[src/rtl/swap_perm.sv]
// swap_perm: registered CH-lane permutation (pass/pair-swap/reverse/rotate) behind a valid/ready stage with a 16-bit transfer counter
module swap_perm #(
  parameter int WIDTH = 8,
  parameter int CH    = 4,
  parameter int CW    = $clog2(CH)
) (
  input  logic                clk,
  input  logic                rst,
  input  logic [CH*WIDTH-1:0] din,
  input  logic                in_valid,
  output logic                in_ready,
  input  logic [1:0]          mode,
  input  logic [CW-1:0]       rot,
  output logic [CH*WIDTH-1:0] dout,
  output logic                out_valid,
  input  logic                out_ready,
  output logic [15:0]         xfer_cnt
);
  logic [CH*WIDTH-1:0] dout_q, dout_d, perm;
  logic                out_valid_q, out_valid_d;
  logic [15:0]         xfer_cnt_q, xfer_cnt_d;
  logic [CW-1:0]       idx;
  logic                acc, con;
  assign in_ready  = !out_valid_q || out_ready;
  assign acc       = in_valid && in_ready;
  assign con       = out_valid_q && out_ready;
  assign dout      = dout_q;
  assign out_valid = out_valid_q;
  assign xfer_cnt  = xfer_cnt_q;
  always_comb begin
    perm = '0;
    idx  = '0;
    for (int i = 0; i < CH; i++) begin
      idx = mode == 2'd0 ? CW'(i) :
            mode == 2'd1 ? CW'(i) ^ CW'(1) :
            mode == 2'd2 ? CW'(CH - 1 - i) :
                           CW'(i) + rot;
      perm[i*WIDTH +: WIDTH] = din[idx*WIDTH +: WIDTH];
    end
  end
  always_comb begin
    dout_d      = acc ? perm : dout_q;
    out_valid_d = acc ? 1'b1 : con ? 1'b0 : out_valid_q;
    xfer_cnt_d  = xfer_cnt_q + 16'(con);
  end
  always_ff @(posedge clk or posedge rst) begin
    if (rst) begin
      dout_q      <= '0;
      out_valid_q <= 1'b0;
      xfer_cnt_q  <= '0;
    end else begin
      dout_q      <= dout_d;
      out_valid_q <= out_valid_d;
      xfer_cnt_q  <= xfer_cnt_d;
    end
  end
endmodule
[config.mk]
export PLATFORM = sky130hd
export DESIGN_NAME = swap_perm
export DESIGN_NICKNAME = d
export VERILOG_FILES = /design/src/rtl/swap_perm.sv
export SDC_FILE = /design/constraint.sdc
export NUM_CORES = 1
export LEC_CHECK = 0
export CORE_MARGIN = 2
export CORE_UTILIZATION = 40
export CTS_CLUSTER_SIZE = 24
export DETAILED_ROUTE_END_ITERATION = 8
export PLACE_DENSITY_LB_ADDON = 0.12
export SLEW_MARGIN = 20
export SYNTH_ARGS = -nofsm -noshare
export SYNTH_HDL_FRONTEND = slang
export SYNTH_SLANG_ARGS = --single-unit
[constraint.sdc]
create_clock -name clk -period 3.5 [get_ports clk]
set_input_delay 0.35 -clock clk [delete_from_list [all_inputs] [get_ports clk]]
set_output_delay 0.35 -clock clk [all_outputs]
set_load 0.02 [all_outputs]
**Yosys cells after proc, flatten, opt, wreduce, memory -nomap -nowiden**

Index checks and enable logic that the tools add are counted.
W data, S select, Z words.

- Output and inout port bits: 50
- Memories: 0
- Bits in registers: 49
- Input port bits: 40
- Logic and storage cells: 33
- Memory bits (read-only): 0
- Memory bits (writable): 0
- Latch bits: 0

- Equal/unequal tests: 2
- Bitwise logic cells: 0
- Multipliers: 0
- Reductions and logical operators: 6
- $add $sub $neg: 4
- Mux-type cells: 14
- $lt $le $gt $ge: 0
- Div/mod/pow operators: 0
- Shift operators: 4

Operators with widths:

| operator | count |
|---|---|
| $shiftx A32 B6 Y8 | 4 |
| $mux W2 | 12 |
| $add A16 B1 Y16 | 1 |
| $add A2 B2 Y2 const A | 2 |
| $add A1 B2 Y2 const A | 1 |
| $eq A2 B1 Y1 const B | 1 |
| $eq A2 B2 Y1 const B | 1 |
| $logic_and A1 B1 Y1 | 2 |
| $logic_not A2 Y1 | 1 |
| $mux W1 | 2 |
| $reduce_bool A2 Y1 | 1 |
| $logic_not A1 Y1 | 1 |
| $logic_or A1 B1 Y1 | 1 |

**Longest topological paths before layout**

- Depth in word-level cells: 5
- Mapped depth: 7
- Gate-level depth less buffers: 7

**Worst setup path after synthesis**

Ideal clock, no wire load.

- Kind: register -> register
- Start point: register out_valid_q (netlist: out_valid)
- End point: register xfer_cnt_q[14] (netlist: xfer_cnt[14])
- Path slack: 1618 ps
- Arrival: 1753 ps
- Period minus slack after synthesis: 1882 ps
- Cell stages (with the launch flop): 7
- Setup time: 129 ps
- Path buffers: 0
- Data required time: 3371 ps
- Cells stage by stage: dfrtp_1 > and2_1 > ha_1 > ha_1 > and4_1 > or3b_1 > xnor2_1

- Longest elaborated chain between the ends: 2

Ends and longest elaborated chain:

| element | RTL line | source |
|---|---|---|
| start, declared | 20 | `logic out_valid_q, out_valid_d;` |
| start signal, assigned | 53 | `out_valid_q <= out_valid_d;` |
| $logic_and A1 B1 Y1 | 26 | `assign con = out_valid_q && out_ready;` |
| $add A16 B1 Y16 | 44 | `xfer_cnt_d = xfer_cnt_q + 16'(con);` |
| named net xfer_cnt_d[14] | 21 | `logic [15:0] xfer_cnt_q, xfer_cnt_d;` |
| end signal, assigned | 54 | `xfer_cnt_q <= xfer_cnt_d;` |
| end, declared | 21 |  |

The timed path passes the listed nets, and every way through them passes these cells.
A chain may end at the register's enable or synchronous reset.

**Worst setup path after layout**

- Start point: input port rot[0]
- End point: register dout_q[25] (netlist: dout[25])

- Longest elaborated chain between the ends: 5

Ends and longest elaborated chain:

| element | RTL line | source |
|---|---|---|
| start, declared | 13 | `input logic [CW-1:0] rot,` |
| $add A2 B2 Y2 | 37 | `CW'(i) + rot;` |
| $mux W2 | 36 | `mode == 2'd2 ? CW'(CH - 1 - i) :` |
| $mux W2 | 35 | `mode == 2'd1 ? CW'(i) ^ CW'(1) :` |
| $mux W2 | 34 | `idx = mode == 2'd0 ? CW'(i) :` |
| $shiftx A32 B6 Y8 | 38 | `perm[i*WIDTH +: WIDTH] = din[idx*WIDTH +: WIDTH];` |
| end signal, assigned | 52 | `dout_q <= dout_d;` |
| end, declared | 19 | `logic [CH*WIDTH-1:0] dout_q, dout_d, perm;` |

Every way passes these cells.

==> key figures <==
Floorplan
  – Site Rows: 34
  – Die Wd: ~100 um
  – IO Pins: 90
  – Chip height: between 90 and 100 um
  – Initial core utilization: 41.6%
  – Core area: between 8000 and 9000 um^2
  – Die footprint: around 10000 um^2

Run
  – Max-Cap Viols: 0

Layout
  – # diodes: 0
  – Synth-to-Final Area Change: 26.7%
  – Fin nets: roughly 540
  – Most frequent cells in the layout: 87 x clkdlybuf4s50_1, 51 x a21oi_1, 49 x dfrtp_1
  – Ratio of cells with drive above 1 in the final layout: 5.44%
  – Core Util, Final: between 50% and 60%
  – Commonest non-fill, non-tap cell in the layout: clkdlybuf4s50_1
  – Number of fill cells in the layout: between 800 and 900
  – FF+latch area: 1230 um^2
  – Area occupied by multi-input gates: roughly 2200 um^2

Setup path
  – Crit path required time: 3.74 ns
  – CP startpoint: rot[0]
  – Register-to-Register Path Depth: 6
  – R2r endpoint: xfer_cnt[14]
  – R2R Setup Slk: between 1.5 and 2 ns
  – RR Startpoint: out_valid
  – Critical Path Source Type: input port
  – Critical-path maximum fanout: 28
  – CP endpoint kind: flop
  – Setup CP Type: in -> reg
  – CP arrival: 2.69 ns

Yosys
  – EDFF count, synth: 0
  – Top post-synthesis cells by area: dfrtp_1 34%, a21oi_1 7.0%, a21boi_0 5.1%
  – Sequential fraction of the synthesis area: 33.5%
  – Mapped Cells: 430
  – Yosys top cell by area: dfrtp_1
  – Syn nets: between 400 and 500
  – Yosys cell types: 43
  – Netlist area before placement: 3660 um^2
  – Synth top area share: between 30% and 40%
  – Synthesized area per cell: between 8 and 9 um^2
  – Most used flip-flop cell after synthesis: dfrtp_1
  – Synth warn: 0
  – Post-synth ARST share: 100%
  – FF+latch count, synth: around 50

STA
  – Fin. Hold Viols: 0
  – Final Cycle Share: 70.0%
  – RSZ-0062 raised after global routing: false
  – Final Max Slew Viols: 0
  – Relative slew slack: 36.3%
  – Worst clock skew: slightly above 0.009 ns
  – Final setup margin: 1.05 ns
  – Crit path time final: 2.45 ns
  – Worst-margin pin slew: roughly 0.95 ns
  – Final setup viols: 0
  – TNS Setup: 0 ns
  – Fmax: between 400 and 500 MHz

CTS
  – CTS max path bufs: 2
  – CTS Hold Buffers Added: 0
  – Reg clk slew, reported paths: about 0.11 ns
  – Clock Sinks: a little under 50
  – CTS Buf Count: 5
  – Post-CTS Resized: 0
  – Worst-Skew Late Latency: 0.31 ns
  – Setup Buffers After CTS: 0
  – TritonCTS clock tree: built
  – Root Buffer: clkbuf_8
  – H-tree Lvls: 2

Routing
  – Antenna Nets Post-Route: 0
  – Pre-antenna DRT Iters: 4
  – Final Routed Wirelength: about 11000 um
  – # DRC: 0
  – Via count: between 3000 and 4000
  – 1st-iter DRT viols: about 250
  – Drt via density: about 6
  – DR WL/cell: roughly 18 um

Global routing
  – Vias in the first global route: about 3200
  – Initial antenna violation count: 0
  – Largest net degree at the start of global routing: roughly 50
  – First-pass GRT wire length: 17000 um
  – GRT Total Usage: a little over a fifth
  – Grt ovf: 0

Power and ir drop
  – Leakage: about 1.8 nW
  – Total power draw: approximately 1.8 mW
  – PwrDens: 391 nW/um^2
  – Max IR drop VDD: approximately 170 uV

Placement
  – Final RePlAce weighted congestion: around 0.8
  – DP Worst Slack: 0.788 ns
  – HPWL after detailed placement: approximately 7000 um
  – IO buf count: 89

Outcome
  – Status: finished clean

Hold path
  – Hold crit path type: in -> async
==> cell type report <==
| cell class | count | area share (%) |
|---|---|---|
| Multi-Input combinational cell | 337 | 47.7 |
| Timing Repair Buffer | 99 | 20.6 |
| Clock inverter | 3 | 0.540 |
| Clock buffer | 5 | 1.48 |
| Sequential cell | 49 | 26.5 |
| Inverter | 3 | 0.243 |
| Tap cell | 108 | 2.91 |
==> flip-flops by register name, summed over array words and instances, names as in the netlist <==
signal and count:
xfer_cnt 16, dout 32, out_valid 1
==> logic make-up after synthesis <==
kind of cell | share of synthesized area (%)
simple gates | 22.5
flops | 33.5
fa+ha+maj | 1.03
compound gates | 29.8
buf+inv | 6.02
mux | 3.83
xor+xnor | 3.35
==> worst max-delay path by stage <==
stage	cells after the start	slack (ns)	end
6_report	5	1.05	dout[25]
2_1_floorplan	6	1.62	xfer_cnt[14]
3_5_place_dp	5	0.79	dout[26]
5_1_grt	5	0.92	dout[25]
4_1_cts	5	1.13	dout[9]
3_3_place_gp	5	0.87	dout[9]
==> critical path, stage by stage <==
cell and delay, ns:
clkdlybuf4s50_1 1.10, and2_1 0.74, a22o_1 0.22, a21oi_1 0.08
a21oi_1 0.20
==> stage by stage <==
| stage | cells | instance area [um^2] | hold slack (ns) |
|---|---|---|---|
| after detailed placement | 596 | 4540 | 0.456 |
| after global routing | 604 | 4640 | 0.514 |
| after floorplan | 430 | 3660 | 0.458 |
| after CTS | 604 | 4640 | 0.474 |
| after global placement | 596 | 4540 | 0.455 |
| final | 604 | 4640 | 0.472 |
==> report_power, final <==
part | internal (mW) | switching [mW]
sequential | 0.659 | 0.0729
combinational | 0.334 | 0.376
clock | 0.145 | 0.224
==> cell usage after synthesis, types with 9 or more instances <==
cell	count
a21boi_0	25
a21oi_1	51
a22o_1	15
a31oi_1	10
buf_2	11
clkbuf_1	19
dfrtp_1	49
mux2i_1	14
nand2_1	31
nand2b_1	12
nand3_1	17
nand4b_1	16
nor2_1	34
o21ai_1	14
o22a_1	15
xnor2_1	9
==> routing by layer <==
metal  global-route usage, %  up-vias  share of wire, %
li1                        -     1725                 -
met2                    33.7      135                47
met4                    4.32        0              0.96
met5                       0        -                 0
met1                    30.7     1729                46
met3                    3.02        7               6.2
Note: power is estimated with default switching activity, not from simulation.
